<file path="src/rtl/mc_ctrl_pkg.sv">
// Shared encodings for the multicycle MIPS control unit: FSM states, opcode/funct
// values, the one-hot ALU operation codes and every datapath select encoding.
package mc_ctrl_pkg;

  typedef enum logic [3:0] {
    ST_RESET_IDLE,
    ST_FETCH,
    ST_DECODE,
    ST_R_EXEC,
    ST_R_WB,
    ST_I_EXEC,
    ST_I_WB,
    ST_MEM_ADDR,
    ST_MEM_READ,
    ST_MEM_WB,
    ST_MEM_WRITE,
    ST_BRANCH,
    ST_JUMP,
    ST_JR
  } state_e;

  localparam logic [5:0] OP_RTYPE = 6'b000000;
  localparam logic [5:0] OP_J     = 6'b000010;
  localparam logic [5:0] OP_JAL   = 6'b000011;
  localparam logic [5:0] OP_BEQ   = 6'b000100;
  localparam logic [5:0] OP_BNE   = 6'b000101;
  localparam logic [5:0] OP_ADDI  = 6'b001000;
  localparam logic [5:0] OP_SLTI  = 6'b001010;
  localparam logic [5:0] OP_ANDI  = 6'b001100;
  localparam logic [5:0] OP_LW    = 6'b100011;
  localparam logic [5:0] OP_SW    = 6'b101011;

  localparam logic [5:0] FN_JR    = 6'b001000;
  localparam logic [5:0] FN_ADD   = 6'b100000;
  localparam logic [5:0] FN_SUB   = 6'b100010;
  localparam logic [5:0] FN_AND   = 6'b100100;
  localparam logic [5:0] FN_OR    = 6'b100101;
  localparam logic [5:0] FN_SLT   = 6'b101010;

  // One-hot operation codes, shared with the ALU.
  localparam logic [4:0] ALU_ADD  = 5'b00001;
  localparam logic [4:0] ALU_SUB  = 5'b00010;
  localparam logic [4:0] ALU_AND  = 5'b00100;
  localparam logic [4:0] ALU_SLT  = 5'b01000;
  localparam logic [4:0] ALU_OR   = 5'b10000;

  localparam logic       SRC_A_PC      = 1'b0;
  localparam logic       SRC_A_REG     = 1'b1;

  localparam logic [1:0] SRC_B_REG     = 2'b00;
  localparam logic [1:0] SRC_B_FOUR    = 2'b01;
  localparam logic [1:0] SRC_B_IMM     = 2'b10;
  localparam logic [1:0] SRC_B_IMM_SH2 = 2'b11;

  localparam logic [1:0] PC_SRC_ALU    = 2'b00;
  localparam logic [1:0] PC_SRC_ALUOUT = 2'b01;
  localparam logic [1:0] PC_SRC_JUMP   = 2'b10;
  localparam logic [1:0] PC_SRC_REG    = 2'b11;

  localparam logic [1:0] REG_DST_RT    = 2'b00;
  localparam logic [1:0] REG_DST_RD    = 2'b01;
  localparam logic [1:0] REG_DST_RA    = 2'b10;

  localparam logic [1:0] M2R_ALUOUT    = 2'b00;
  localparam logic [1:0] M2R_MDR       = 2'b01;
  localparam logic [1:0] M2R_PC        = 2'b10;

endpackage

</file>
<file path="src/rtl/mc_ctrl_fsm_alu_op_decode.sv">
// Maps R-type funct or I-type opcode to the one-hot ALU operation.
// valid is low for anything the execute states do not recognise (alu_op stays ADD).
module alu_op_decode
  import mc_ctrl_pkg::*;
(
  input  logic [5:0] opcode,
  input  logic [5:0] funct,
  output logic [4:0] alu_op,
  output logic       valid
);

  always_comb begin
    alu_op = ALU_ADD;
    valid  = 1'b0;
    case (opcode)
      OP_RTYPE: begin
        case (funct)
          FN_ADD:  begin alu_op = ALU_ADD; valid = 1'b1; end
          FN_SUB:  begin alu_op = ALU_SUB; valid = 1'b1; end
          FN_AND:  begin alu_op = ALU_AND; valid = 1'b1; end
          FN_OR:   begin alu_op = ALU_OR;  valid = 1'b1; end
          FN_SLT:  begin alu_op = ALU_SLT; valid = 1'b1; end
          default: begin alu_op = ALU_ADD; valid = 1'b0; end
        endcase
      end
      OP_ADDI: begin alu_op = ALU_ADD; valid = 1'b1; end
      OP_SLTI: begin alu_op = ALU_SLT; valid = 1'b1; end
      OP_ANDI: begin alu_op = ALU_AND; valid = 1'b1; end
      default: begin alu_op = ALU_ADD; valid = 1'b0; end
    endcase
  end

endmodule

</file>
<file path="src/rtl/mc_ctrl_fsm.sv">
// Multicycle MIPS control FSM: sequences fetch/decode/execute/memory/writeback and
// drives the one-hot alu_op plus every datapath select and enable (Moore outputs).
module mc_ctrl_fsm
  import mc_ctrl_pkg::*;
(
  input  logic       clk,
  input  logic       rst_n,
  input  logic [5:0] opcode,
  input  logic [5:0] funct,
  input  logic       zero,
  input  logic       mem_ready,
  output logic [4:0] alu_op,
  output logic       alu_src_a,
  output logic [1:0] alu_src_b,
  output logic [1:0] pc_src,
  output logic       pc_en,
  output logic       i_or_d,
  output logic       mem_read,
  output logic       mem_write,
  output logic       ir_write,
  output logic       reg_write,
  output logic [1:0] reg_dst,
  output logic [1:0] mem_to_reg
);

  state_e     state;
  state_e     state_nxt;
  logic [4:0] dec_alu_op;
  logic       dec_valid;

  alu_op_decode u_alu_op_decode (
    .opcode (opcode),
    .funct  (funct),
    .alu_op (dec_alu_op),
    .valid  (dec_valid)
  );

  always_ff @(posedge clk or negedge rst_n) begin
    if (!rst_n) state <= ST_RESET_IDLE;
    else        state <= state_nxt;
  end

  // Memory handshake: the FSM holds mem_read/mem_write (and the address select)
  // steady in FETCH, MEM_READ and MEM_WRITE; the access completes in the cycle
  // mem_ready is high, and only then does the state advance.
  always_comb begin
    state_nxt = ST_RESET_IDLE;
    case (state)
      ST_RESET_IDLE: state_nxt = ST_FETCH;
      ST_FETCH:      state_nxt = mem_ready ? ST_DECODE : ST_FETCH;
      ST_DECODE: begin
        case (opcode)
          OP_RTYPE:               state_nxt = (funct == FN_JR) ? ST_JR : ST_R_EXEC;
          OP_LW, OP_SW:           state_nxt = ST_MEM_ADDR;
          OP_ADDI, OP_SLTI,
          OP_ANDI:                state_nxt = ST_I_EXEC;
          OP_BEQ, OP_BNE:         state_nxt = ST_BRANCH;
          OP_J, OP_JAL:           state_nxt = ST_JUMP;
          default:                state_nxt = ST_FETCH;
        endcase
      end
      ST_R_EXEC:     state_nxt = dec_valid ? ST_R_WB : ST_FETCH;
      ST_R_WB:       state_nxt = ST_FETCH;
      ST_I_EXEC:     state_nxt = ST_I_WB;
      ST_I_WB:       state_nxt = ST_FETCH;
      ST_MEM_ADDR:   state_nxt = (opcode == OP_LW) ? ST_MEM_READ : ST_MEM_WRITE;
      ST_MEM_READ:   state_nxt = mem_ready ? ST_MEM_WB : ST_MEM_READ;
      ST_MEM_WB:     state_nxt = ST_FETCH;
      ST_MEM_WRITE:  state_nxt = mem_ready ? ST_FETCH : ST_MEM_WRITE;
      ST_BRANCH:     state_nxt = ST_FETCH;
      ST_JUMP:       state_nxt = ST_FETCH;
      ST_JR:         state_nxt = ST_FETCH;
      default:       state_nxt = ST_RESET_IDLE;
    endcase
  end

  // Outputs decode from the registered state, so an async reset clears every
  // enable in the same instant the state register clears.
  always_comb begin
    alu_op     = ALU_ADD;
    alu_src_a  = SRC_A_PC;
    alu_src_b  = SRC_B_REG;
    pc_src     = PC_SRC_ALU;
    pc_en      = 1'b0;
    i_or_d     = 1'b0;
    mem_read   = 1'b0;
    mem_write  = 1'b0;
    ir_write   = 1'b0;
    reg_write  = 1'b0;
    reg_dst    = REG_DST_RT;
    mem_to_reg = M2R_ALUOUT;
    case (state)
      ST_FETCH: begin
        mem_read  = 1'b1;
        alu_src_b = SRC_B_FOUR;
        ir_write  = mem_ready;
        pc_en     = mem_ready;
      end
      ST_DECODE: alu_src_b = SRC_B_IMM_SH2;
      ST_R_EXEC: begin
        alu_src_a = SRC_A_REG;
        alu_op    = dec_alu_op;
      end
      ST_R_WB: begin
        reg_write = 1'b1;
        reg_dst   = REG_DST_RD;
      end
      ST_I_EXEC: begin
        alu_src_a = SRC_A_REG;
        alu_src_b = SRC_B_IMM;
        alu_op    = dec_alu_op;
      end
      ST_I_WB:   reg_write = 1'b1;
      ST_MEM_ADDR: begin
        alu_src_a = SRC_A_REG;
        alu_src_b = SRC_B_IMM;
      end
      ST_MEM_READ: begin
        mem_read = 1'b1;
        i_or_d   = 1'b1;
      end
      ST_MEM_WB: begin
        reg_write  = 1'b1;
        mem_to_reg = M2R_MDR;
      end
      ST_MEM_WRITE: begin
        mem_write = 1'b1;
        i_or_d    = 1'b1;
      end
      ST_BRANCH: begin
        alu_src_a = SRC_A_REG;
        alu_op    = ALU_SUB;
        pc_src    = PC_SRC_ALUOUT;
        pc_en     = (opcode == OP_BEQ) ? zero : ~zero;
      end
      ST_JUMP: begin
        pc_en  = 1'b1;
        pc_src = PC_SRC_JUMP;
        if (opcode == OP_JAL) begin
          reg_write  = 1'b1;
          reg_dst    = REG_DST_RA;
          mem_to_reg = M2R_PC;
        end
      end
      ST_JR: begin
        pc_en  = 1'b1;
        pc_src = PC_SRC_REG;
      end
      default: ;
    endcase
  end

endmodule

</file>
<file path="config.mk">
export PLATFORM = sky130hd
export DESIGN_NAME = mc_ctrl_fsm
export DESIGN_NICKNAME = d
export VERILOG_FILES = /design/src/rtl/mc_ctrl_pkg.sv /design/src/rtl/mc_ctrl_fsm_alu_op_decode.sv /design/src/rtl/mc_ctrl_fsm.sv
export SDC_FILE = /design/constraint.sdc
export NUM_CORES = 1
export LEC_CHECK = 0
export ABC_AREA = 1
export BUFFER_PORTS_ARGS = -buffer_cell sky130_fd_sc_hd__buf_4
export CORE_MARGIN = 1
export CORE_UTILIZATION = 52
export CTS_BUF_LIST = sky130_fd_sc_hd__clkbuf_8
export CTS_CLUSTER_SIZE = 24
export DETAILED_ROUTE_END_ITERATION = 7
export PLACE_DENSITY = 0.86
export SLEW_MARGIN = 20
export SYNTH_ARGS = -nofsm -noshare
export SYNTH_HDL_FRONTEND = slang
export SYNTH_SLANG_ARGS = --single-unit
</file>
<file path="constraint.sdc">
create_clock -name clk -period 3.4 [get_ports clk]
set_clock_uncertainty 0.1 [all_clocks]
set_input_delay 0.51 -clock clk [delete_from_list [all_inputs] [get_ports clk]]
set_output_delay 0.51 -clock clk [all_outputs]
set_load 0.01 [all_outputs]
</file>
* Yosys cells after proc, flatten, opt, wreduce, memory -nomap -nowiden
Index checks and enable logic that the tools add are counted.
Storage, ports and cells: register bits after elaboration 4
Operators by class: equal/unequal tests 28, mux-type cells 27, bitwise logic cells 1, reductions and logical operators 15
Operator list (number):
- $eq 6x6->1 const B | 7
- $pmux 4 s8 | 1
- $eq 4x4->1 const B | 6
- $eq 6x4->1 const B | 4
- $pmux 4 s5 | 1
- $pmux 5 s4 | 1
- $eq 4x3->1 const B | 4
- $reduce_or 2->1 | 8
- $pmux 5 s3 | 1
- $eq 6x2->1 const B | 2
- $eq 6x3->1 const B | 2
- $pmux 2 s3 | 2
- $pmux 5 s2 | 1
- $mux 1 | 9
- $eq 4x2->1 const B | 2
- $mux 4 | 2
- $pmux 2 s2 | 2
- $reduce_or 7->1 | 1
- $logic_not 6->1 | 1
- $mux 2 | 3
- $reduce_or 3->1 | 2
- $reduce_or 5->1 | 1
- $eq 4x1->1 const B | 1
- $logic_not 4->1 | 1
- 5 further kinds | 6

* Logic depth before layout (Yosys ltp)
depth in word-level cells 6, gate-level depth with buffers 9, gate-level depth less buffers 9

* Modules after synthesis
A second synthesis with hierarchy kept.
Unflattened totals: cells, all modules 171, area total of the unflattened synthesis 877.1 µm²
Modules (own cells, without submodules):
- mc_ctrl_fsm | instances 1, cells an instance 127, area an instance 633.1 µm², sequential area each 100.1 µm²
- alu_op_decode | instances 1, cells an instance 44, area an instance 244.0 µm², sequential area each 0.0 µm²

* Worst setup path after synthesis
OpenSTA, ideal clock, no wires.
path type input -> output, start point in opcode[5], end point out alu_op[2], arrival 1.173 ns, data required time 2.790 ns, slack 1.617 ns, cell stages on the path 5, path buffers 0, cell sequence nor2_4 > nand2_2 > nor2_4 > nand2_4 > o22ai_1
On the way: word-level cells in the longest chain between the ends 3, elaborated cells on any way between the ends 5, classes of those cells 2 x eq/ne; 2 x mux; 1 x reduce/logical
Ends and longest elaborated chain:
- from (decl) | RTL line mc_ctrl_fsm.sv:8 | input logic [5:0] opcode,
- $eq 6x4->1 / $logic_not 6->1 (equally long branches) | RTL line mc_ctrl_fsm_alu_op_decode.sv:15 | case (opcode)
- $pmux 5 s3 * | RTL line mc_ctrl_fsm_alu_op_decode.sv:15
- $pmux 5 s2 * | RTL line mc_ctrl_fsm.sv:92 | case (state)
- to (decl) | RTL line mc_ctrl_fsm.sv:12 | output logic [4:0] alu_op,
Every way passes the cells marked *; elsewhere a longest branch is shown, timed or not.

* Final worst setup path
start point reg state[3], end point out alu_op[3]
On the way: word-level cells in the longest chain between the ends 3, elaborated cells on any way between the ends 5, classes of those cells 3 x eq/ne; 1 x mux; 1 x reduce/logical
Ends and longest elaborated chain:
- from (decl) | RTL line mc_ctrl_fsm.sv:26 | state_e state;
- from (signal assigned) | RTL line mc_ctrl_fsm.sv:40 | else state <= state_nxt;
- $eq 4x3->1 / $eq 4x2->1 (equally long branches) | RTL line mc_ctrl_fsm.sv:92
- $reduce_or 2->1 (no source line)
- $pmux 5 s2 * | RTL line mc_ctrl_fsm.sv:92
Marks and branches as above.

==> metrics.txt <==
status complete, no violations; total die area 0.00166 mm^2; synthesized instance count 151; Hold WC Path Type input pin to asynchronous set/reset pin; Gate power share 62.3%; number of global-route vias before repair 896; layout net count 208; CP Max Fanout 5; total chip power 476 uW; area of the multi-input gates 562 um^2; first-pass GRT wire length 3670 um; Die H 40.7 um; Clock Power Share 21.4%; Sink Count 4; Worst Setup Path Type flip-flop to output port; Seq/Total Area, Yosys 12.9%; RSZ-0062 raised after global routing no; Initial DRT Pass Iterations 4; Max-Cap Viols 0; setup TNS 0 ns; Layout fillers 101; ANT nets after route 0; htree depth 1; number of remaining DRC errors 0; f_max 0.440 GHz; total number of vias 1109; Fin. Hold Viols 0; I/O pin cnt 36; FP Rows 13; syn_nets 167; Core Region 0.00135 mm^2; Bufs on Longest Clock Path 2; PwrDens 429 mW/mm^2; Worst-path clk slew 0.03 ns; pin count of the biggest net entering global routing 9; DR iter-0 viols 52; P&R area growth vs syn 42.8%; Most flops, register state; GR Overflow Total 0; total setup buffers inserted after CTS 0; Reg power frac 16.2%; via-per-instance ratio 5.41; mapped cell area 778 um^2; Clock Tree Root clkbuf_8; GP Congestion 0.960; non-filler instance count after layout 205; crit path capture type output port; CP Data Required Time 2.79 ns; final wirelength 2400 um; share of cells above drive strength 1 28.4%; CTS Buf Count 3; Storage cell area 100 um^2; Synth cell types 20; Sw Ratio 45.9%; Startpoint Class flip-flop; Sw Pwr 219 uW; CTS tree yes; crit path time final 2.27 ns; DP HPWL 1970 um; Die W 40.7 um; top flop regs state (4); Syn. warnings 0; DR WL/cell 11.7 um; PortBufs 35; placed cell count 201; final setup fails 0; Pleak 0.000649 uW; syn avg cell area 5.15 um^2; worst slew pin tran 0.357 ns; Pins Over Slew Limit 0; Int Power 258 uW; Clk Latency, worst-skew pair 0.22 ns; GRT Resource Usage Total 33.7%; Max IR drop VDD 291 uV; max reg flops 4; worst rel slew slack 76.1%; # diodes 0; register bit total from synthesis 4; initial antenna violation count 0; CP arrival 1.66 ns; Initial Util 57.6%; fin crit share 66.8%
==> cell type report <==
cell class | instances | area share [%]
clock buffers | 3 | 3.72
inverters | 31 | 10.5
multi-input cells | 116 | 50.6
flip-flops and latches | 4 | 9.01
repair buffers | 36 | 24.5
well taps | 15 | 1.69
==> power by group through the flow <==
stage | Sequential (uW) | Combinational (uW) | Clock [uW]
floorplan | 73.1 | 175 | 0
global placement | 77.5 | 285 | 0
detailed placement | 76.7 | 291 | 0
CTS | 76.3 | 293 | 102
global route | 79.1 | 333 | 109
finish | 77.2 | 297 | 102
==> routing by layer <==
layer	global-route usage [%]	vias up	share of wire [%]
met5	0	-	0
met4	16.7	0	2.9
met3	7.07	12	7.9
met2	60.3	74	51
met1	37.1	472	39
li1	-	551	-
==> kinds of logic after synthesis <==
logic type,count (synthesis),synth area share (%)
simple gates,108,65.9
flops,4,12.9
compound gates,8,6.27
buf+inv,31,15.0
==> critical path, stage by stage, from the launching register on <==
cell and delay, ns:
dfrtp_1 0.41, inv_1 0.11, nand2_1 0.15, nor2_1 0.23, nor2_2 0.09, inv_2 0.10, nand2_4 0.07, o22ai_1 0.12
buf_4 0.14
==> cell usage in the layout (no fill, tap or decap) <==
cell           synthesis  layout
nor2_4                 3       3
nor2_1                34      34
nand2_1               32      32
nand4_1                5       5
o21ai_0                3       3
nand2_4                1       1
nor3_1                 1       1
inv_1                 29      29
buf_4                  0      35
nand3_1               19      19
nand2_2                3       3
o211ai_1               1       1
o22ai_1                2       2
dfrtp_1                4       4
or2_0                  1       1
nor3_2                 1       1
o21ai_2                1       1
nor2_2                 5       5
clkbuf_8               0       3
inv_2                  2       2
a21oi_1                1       1
dlygate4sd3_1          0       1
nand3b_1               3       3
==> worst paths after layout <==
check / start / to / slack, ns / cells after the start
max reg2reg: state[3]$_DFF_PN0_ / state[0]$_DFF_PN0_ / 2.01 / 7
max in group asynchronous: rst_n / state[2]$_DFF_PN0_ / 2.57 / 2
min reg2reg: state[2]$_DFF_PN0_ / state[3]$_DFF_PN0_ / 0.62 / 3
min in group clk: mem_ready / state[0]$_DFF_PN0_ / 0.54 / 5
min: rst_n / state[0]$_DFF_PN0_ / 0.52 / 2
max: state[3]$_DFF_PN0_ / alu_op[3] / 1.13 / 8
==> synth_stat cells, drive strengths merged <==
| master | count | area, um^2 |
|---|---|---|
| nand4 | 5 | 31.3 |
| o211ai | 1 | 7.51 |
| o21ai | 4 | 23.8 |
| nor3 | 2 | 15.0 |
| o22ai | 2 | 12.5 |
| nand2 | 36 | 150 |
| dfrtp | 4 | 100 |
| inv | 31 | 116 |
| nand3 | 19 | 95.1 |
| or2 | 1 | 6.26 |
| a21oi | 1 | 5.00 |
| nor2 | 42 | 193 |
| nand3b | 3 | 22.5 |
==> stage by stage <==
stage	area (um^2)	util (%)	hold WS, ns	worst slack, ns
final	1110	82.3	0.521	1.13
after detailed placement	1060	78.5	0.209	1.32
after global routing	1110	82.3	0.551	1.04
after global placement	1060	78.5	0.204	1.37
after floorplan	778	-	0.114	1.62
after CTS	1110	82.3	0.522	1.18
==> what timing repair did <==
action	CTS	global route
resized for setup	0	0
hold endpoints to repair	4	0
hold buffers	1	0
No activity file was read; power rests on OpenSTA's default activity.
